### src/rtl/fifo_pkg.sv
// Shared types for the FIFO read-side stream adapter.
// Holds the output-buffer occupancy encoding and the default word width.
package fifo_pkg;

  localparam int FIFO_WIDTH = 16;

  typedef enum logic [1:0] {
    OCC_EMPTY = 2'd0,
    OCC_ONE   = 2'd1,
    OCC_TWO   = 2'd2
  } occ_e;

  function automatic logic [2:0] occ_cnt(occ_e o);
    logic [2:0] n;
    n = 3'd0;
    unique case (o)
      OCC_EMPTY: n = 3'd0;
      OCC_ONE:   n = 3'd1;
      OCC_TWO:   n = 3'd2;
      default:   n = 3'd0;
    endcase
    return n;
  endfunction

endpackage

### src/rtl/fifo_reader.sv
// Turns a sync FIFO's read/data-next-cycle port into a valid/ready stream.
// Optional word_count delivered-word counter under FIFO_READER_STATS_EN.
module fifo_reader
  import fifo_pkg::*;
#(
  parameter int WIDTH = FIFO_WIDTH
) (
  input  logic             clock,
  input  logic             reset_n,
  input  logic             clear,
  input  logic             fifo_empty,
  input  logic [WIDTH-1:0] fifo_data,
  output logic             fifo_read,
  output logic             out_valid,
  input  logic             out_ready,
`ifdef FIFO_READER_STATS_EN
  output logic [15:0]      word_count,
`endif
  output logic [WIDTH-1:0] out_data
);

  occ_e             occ_q, occ_d;
  logic             inflight_q, inflight_d;
  logic [WIDTH-1:0] head_q, head_d;
  logic [WIDTH-1:0] tail_q, tail_d;

  logic       pop;
  logic       cap;
  logic       issue;
  logic [2:0] level;

  assign out_valid = (occ_q != OCC_EMPTY);
  assign out_data  = head_q;
  assign pop       = out_valid & out_ready;
  // A word landing during clear belongs to the flushed stream.
  assign cap       = inflight_q & ~clear;

  // pop implies occupancy >= 1, so this never underflows
  assign level = occ_cnt(occ_q) + {2'b0, inflight_q} - {2'b0, pop};
  assign issue = ~fifo_empty & ~clear & (level < 3'd2);

  assign fifo_read  = issue & reset_n;
  assign inflight_d = issue;

  always_comb begin
    occ_d  = occ_q;
    head_d = head_q;
    tail_d = tail_q;
    if (clear) begin
      occ_d = OCC_EMPTY;
    end else begin
      unique case (occ_q)
        OCC_EMPTY: begin
          if (cap) begin
            head_d = fifo_data;
            occ_d  = OCC_ONE;
          end
        end
        OCC_ONE: begin
          unique case ({cap, pop})
            2'b11: head_d = fifo_data;
            2'b10: begin
              tail_d = fifo_data;
              occ_d  = OCC_TWO;
            end
            2'b01: occ_d = OCC_EMPTY;
            default: ;
          endcase
        end
        OCC_TWO: begin
          if (pop) begin
            head_d = tail_q;
            if (cap) tail_d = fifo_data;
            else     occ_d  = OCC_ONE;
          end
        end
        default: occ_d = OCC_EMPTY;
      endcase
    end
  end

  always_ff @(posedge clock or negedge reset_n) begin
    if (!reset_n) begin
      occ_q      <= OCC_EMPTY;
      inflight_q <= 1'b0;
      head_q     <= '0;
      tail_q     <= '0;
    end else begin
      occ_q      <= occ_d;
      inflight_q <= inflight_d;
      head_q     <= head_d;
      tail_q     <= tail_d;
    end
  end

`ifdef FIFO_READER_STATS_EN
  logic [15:0] count_q, count_d;

  always_comb begin
    count_d = count_q + {15'd0, pop};
    if (clear) count_d = 16'd0;
  end

  always_ff @(posedge clock or negedge reset_n) begin
    if (!reset_n) count_q <= 16'd0;
    else          count_q <= count_d;
  end

  assign word_count = count_q;
`endif

endmodule
### config.mk
export PLATFORM = sky130hd
export DESIGN_NAME = fifo_reader
export DESIGN_NICKNAME = d
export VERILOG_FILES = /design/src/rtl/fifo_pkg.sv /design/src/rtl/fifo_reader.sv
export SDC_FILE = /design/constraint.sdc
export NUM_CORES = 1
export LEC_CHECK = 0
export ABC_CLOCK_PERIOD_IN_PS = 5700
export CAP_MARGIN = 15
export CORE_ASPECT_RATIO = 1.5
export CORE_UTILIZATION = 47
export DETAILED_ROUTE_END_ITERATION = 8
export GPL_TIMING_DRIVEN = 0
export PLACE_DENSITY = 0.75
export SLEW_MARGIN = 20
export SYNTH_ARGS = -nofsm -noshare
export SYNTH_HDL_FRONTEND = slang
export SYNTH_SLANG_ARGS = --single-unit
### constraint.sdc
create_clock -name clock -period 5.7 [get_ports clock]
set_clock_uncertainty 0.15 [all_clocks]
set_input_delay 1.14 -clock clock [delete_from_list [all_inputs] [get_ports clock]]
set_output_delay 1.14 -clock clock [all_outputs]
set_load 0.05 [all_outputs]
Yosys cells after proc, flatten, opt, wreduce, memory -nomap -nowiden

Index checks and enable logic that the tools add are counted.

Register bits: 35
Input bits: 21
Output and inout bits: 18

Add/sub/neg operators: 2
Order comparisons: 1
Eq/ne operators: 14
Multiplexer cells: 14
Bitwise gates (word level): 7
Reductions and logical operators: 7

Operators with widths:

| kind                 | count |
|---|---|
| $mux W16             | 5 |
| $pmux W16 S3         | 1 |
| $pmux W16 S2         | 1 |
| $reduce_and A5 Y1    | 2 |
| $ne A3 B3 Y1 const B | 3 |
| $mux W2              | 4 |
| $ne A2 B2 Y1 const B | 4 |
| $pmux W2 S2          | 2 |
| $eq A2 B2 Y1 const B | 3 |
| $pmux W2 S3          | 1 |
| $and A1 B1 Y1        | 5 |
| $eq A2 B1 Y1 const B | 2 |
| $ne A4 B3 Y1 const B | 1 |
| $reduce_and A4 Y1    | 1 |
| $reduce_bool A2 Y1   | 2 |
| $add A3 B1 Y3        | 1 |
| $lt A3 B2 Y1 const B | 1 |
| $reduce_bool A3 Y1   | 1 |
| $sub A3 B1 Y3        | 1 |
| $logic_not A2 Y1     | 1 |
| $ne A2 B1 Y1 const B | 1 |
| $not A1 Y1           | 2 |

Depth between registers and ports, before layout

Depth in word-level cells: 7
Mapped depth: 10
Gate-level depth less buffers: 10

Worst setup path after synthesis

Ideal clock, no wire load.

Kind: input to output
From: in out_ready
To: out fifo_read
Arrival time: 3.051 ns
Required time: 4.410 ns
Slack: 1.359 ns
Stages on the path: 8
Cell sequence: nand2_1 -> inv_1 -> ha_1 -> or2b_1 -> fa_1 -> xor2_1 -> nor4b_1 -> and2_1

Word-level cells in the longest chain between the ends: 5

RTL lines:

| item               | RTL line          | source |
|---|---|---|
| start: declaration | fifo_reader.sv:15 | `input logic out_ready,` |
| $and A1 B1 Y1      | fifo_reader.sv:34 | `assign pop = out_valid & out_ready;` |
| $sub A3 B1 Y3      | fifo_reader.sv:39 | `assign level = occ_cnt(occ_q) + {2'b0, inflight_q} - {2'b0, pop};` |
| $lt A3 B2 Y1       | fifo_reader.sv:40 | `assign issue = ~fifo_empty & ~clear & (level < 3'd2);` |
| $and A1 B1 Y1      | fifo_reader.sv:40 |  |
| via inflight_d     | fifo_reader.sv:23 | `logic inflight_q, inflight_d;` |
| $and A1 B1 Y1      | fifo_reader.sv:42 | `assign fifo_read = issue & reset_n;` |
| end: declaration   | fifo_reader.sv:13 | `output logic fifo_read,` |

The timed path passes the listed nets, and every way through them passes these cells.

Worst setup path after layout

Same ends and word-level chain as after synthesis.

==> impl_metrics.toml <==
[status]
outcome = "completed"

[cells_and_area]
finalNetCount = 193
nFillCells = 286
layout_commonest_cell = "mux2_2"
syn_to_final_growth_pct = 30.86
drive_gt1_share_pct = 36.90
antennaDiodeCount = 0
layout_common_cells = "mux2_2 (46), clkdlybuf4s50_1 (36), dfrtp_1 (35), inv_1 (5), clkbuf_8 (5)"

[synthesis]
ys_seq_elements = 35
yosys_warnings = 0
synth_nets = 147
ys_seq_area_share_pct = 50.84
ys_types = 25
netlist_instances = 121
synth_area_sq_um = 1723
synth_top_area_cell = "dfrtp_1"
yosysTopAreaCellShare_pct = 50.84
yosys-top-cells-area = "dfrtp_1 (51%), mux2_2 (30%), ha_1 (2.9%)"
syn-mean-instance-area_sq_um = 14.24

[critical_path]
required_ns = 4.41
rr_startpoint = "occ_q[1]"
path_class = "primary input to output port"
critPathLaunchType = "primary input"
end_kind = "output port"
reg2reg_depth = 9
crit_arrival_ns = 3.87
rr_endpoint = "inflight_q"
regToRegSetupSlack_ns = 3.21
crit_fanout = 5

[power_and_ir_drop]
swShare_pct = 39.83
power.total_mw = 1.003
p_int_mw = 0.6033
switching_power_mw = 0.3994
peakVddDrop_uv = 388.7
power.density_nw_per_um2 = 444.7
pwr-share-comb_pct = 45.5
p_clk_share_pct = 16.7
p_leak_nw = 0.9931
seqPwrFrac_pct = 37.8

[hold_path]
hp-start = "tail_q[10]"
worstHoldPathCells = 1
hold_class = "register to register"
hold_end = "tail_q[10]"

[global_route]
grt_max_degree = 27
grt_remaining_overflow = 0
grt_antenna_before_repair = 0
grt_pass1_vias = 1310
grt_usage_pct = 20.92
grt_pass1_wl_microns = 6016

[drt]
wirelength_microns = 3389
drt_iter0_drc = 19
post_drt_wl_per_cell_microns = 16.14
routed-via-count = 1118
postRouteAntennaNets = 0
drc = 0
firstDrtPassIters = 3
via_per_inst = 5.324

[place]
place.port_buffers = 38
gp_congestion = 0.6583
dp_hpwl_microns = 2553

[sta]
min_period_ns = 5.164
relSlewSlack_pct = 63.49
finalHoldViolCount = 0
rsz0062_at_grt = "false"
tightest_slew_ns = 0.5460
drv_slew = 0
setup_tns_ns = 0
finalCritPeriodShare_pct = 90.59
final-setup-viol-count = 0
max_freq_ghz = 0.1937

[clocking]
path_clk_slew_ns = 0.06
cts_root_buf = "clkbuf_8"
cts.sink_count = 35
cts_hold_buf = 0
clk_latency_ns = 0.28
cts_buffer_depth = 2
cts_tree = "done"
htree_levels = 2
cts_buffers = 5

[floorplanning]
top_level_ports = 39
die_x_microns = 51.44
die-area_sq_um = 3917
start_util_pct = 49.96
rows = 26
core-area_sq_um = 3448
die_y_microns = 76.16

[job]
max-cap-violations = 0
-- sequential cells by signal, summed over array words and instances (netlist names) --
| signal | cells |
|---|---|
| out_data | 16 |
| tail_q | 16 |
| inflight_q | 1 |
| occ_q | 2 |
-- worst max path at each step --
stage	from	end	depth (start not counted)
after floorplan	out_ready	fifo_read	8
after global placement	out_ready	fifo_read	10
after detailed placement	out_ready	fifo_read	10
after CTS	out_ready	fifo_read	10
after global routing	out_ready	fifo_read	10
final	out_ready	fifo_read	10
-- through the flow --
stage	cell area (sq um)	setup WS, ns	instances	utilization, %	hold WS (ns)
3_3_place_gp	2156	0.2619	201	62.52	0.3118
4_1_cts	2252	0.1118	210	65.31	0.3421
6_report	2255	0.5363	210	65.38	0.3404
5_1_grt	2255	0.3425	210	65.38	0.3757
3_5_place_dp	2171	0.1100	202	62.95	0.3273
2_1_floorplan	1723	1.359	121	-	0.3022
-- Yosys cell counts, drive strengths merged --
cell type,number
nor2,2
dfrtp,35
inv,6
nor2b,2
nand3b,1
ha,4
and2,1
a21oi,4
a311oi,1
fa,1
xor2,1
nand4,1
o21ai,1
o31a,1
nand2,4
or2b,1
nor4b,1
mux2,48
and2b,1
buf,4
nand2b,1
-- critical path, stage by stage --
cell	delay [ns]
clkdlybuf4s50_1	0.56
nand2_1	0.10
inv_1	0.11
ha_1	0.23
or2b_1	0.24
fa_1	0.37
xor2_1	0.17
nor4b_1	0.36
and2_1	0.18
dlymetal6s2s_1	0.41
-- metal layers --
metal / GRT usage [%] / routed length (microns) / vias to the layer above
li1: - / - / 517
met1: 23.20 / 1263 / 564
met2: 35.97 / 1887 / 27
met3: 5.190 / 132 / 10
met4: 10.00 / 105 / 0
met5: 0 / 0 / -
-- cells by family (layout without fill, tap and decap cells) --
| kind of cell | after synthesis | after routing | share of synthesized area, % |
|---|---|---|---|
| flip-flops | 35 | 35 | 50.84 |
| AND/OR/NAND/NOR | 15 | 15 | 5.375 |
| multiplexers | 48 | 48 | 31.37 |
| adder cells (fa/ha/maj) | 5 | 5 | 4.067 |
| XOR/XNOR | 1 | 1 | 0.5084 |
| buffers and inverters | 10 | 57 | 3.704 |
| AO/OA/AOI/OAI | 7 | 7 | 4.140 |
-- what timing repair did --
action / in CTS / in global routing
buffers inserted: 0 / 0
endpoints found under the setup margin: 0 / 1
resized for setup: 0 / 1
-- power by group through the flow --
stage	clock network, mW	registers (mW)	logic (mW)
after CTS	0.174	0.379	0.461
final	0.167	0.379	0.456
after global routing	0.183	0.389	0.478
after global placement	0	0.375	0.450
after detailed placement	0	0.382	0.459
after floorplan	0	0.564	0.113
-- area by class of cell --
cell class | instances | area [sq um] | area share (%)
Buffer | 4 | 41.29 | 1.831
Clock buffer | 7 | 76.32 | 3.385
Clock inverter | 1 | 5.005 | 0.2220
Inverter | 6 | 22.52 | 0.9989
Multi-Input combinational cell | 76 | 783.3 | 34.74
Sequential cell | 35 | 875.8 | 38.85
Tap cell | 42 | 52.55 | 2.331
Timing Repair Buffer | 39 | 397.9 | 17.65
(Power assumes the default switching activity.)
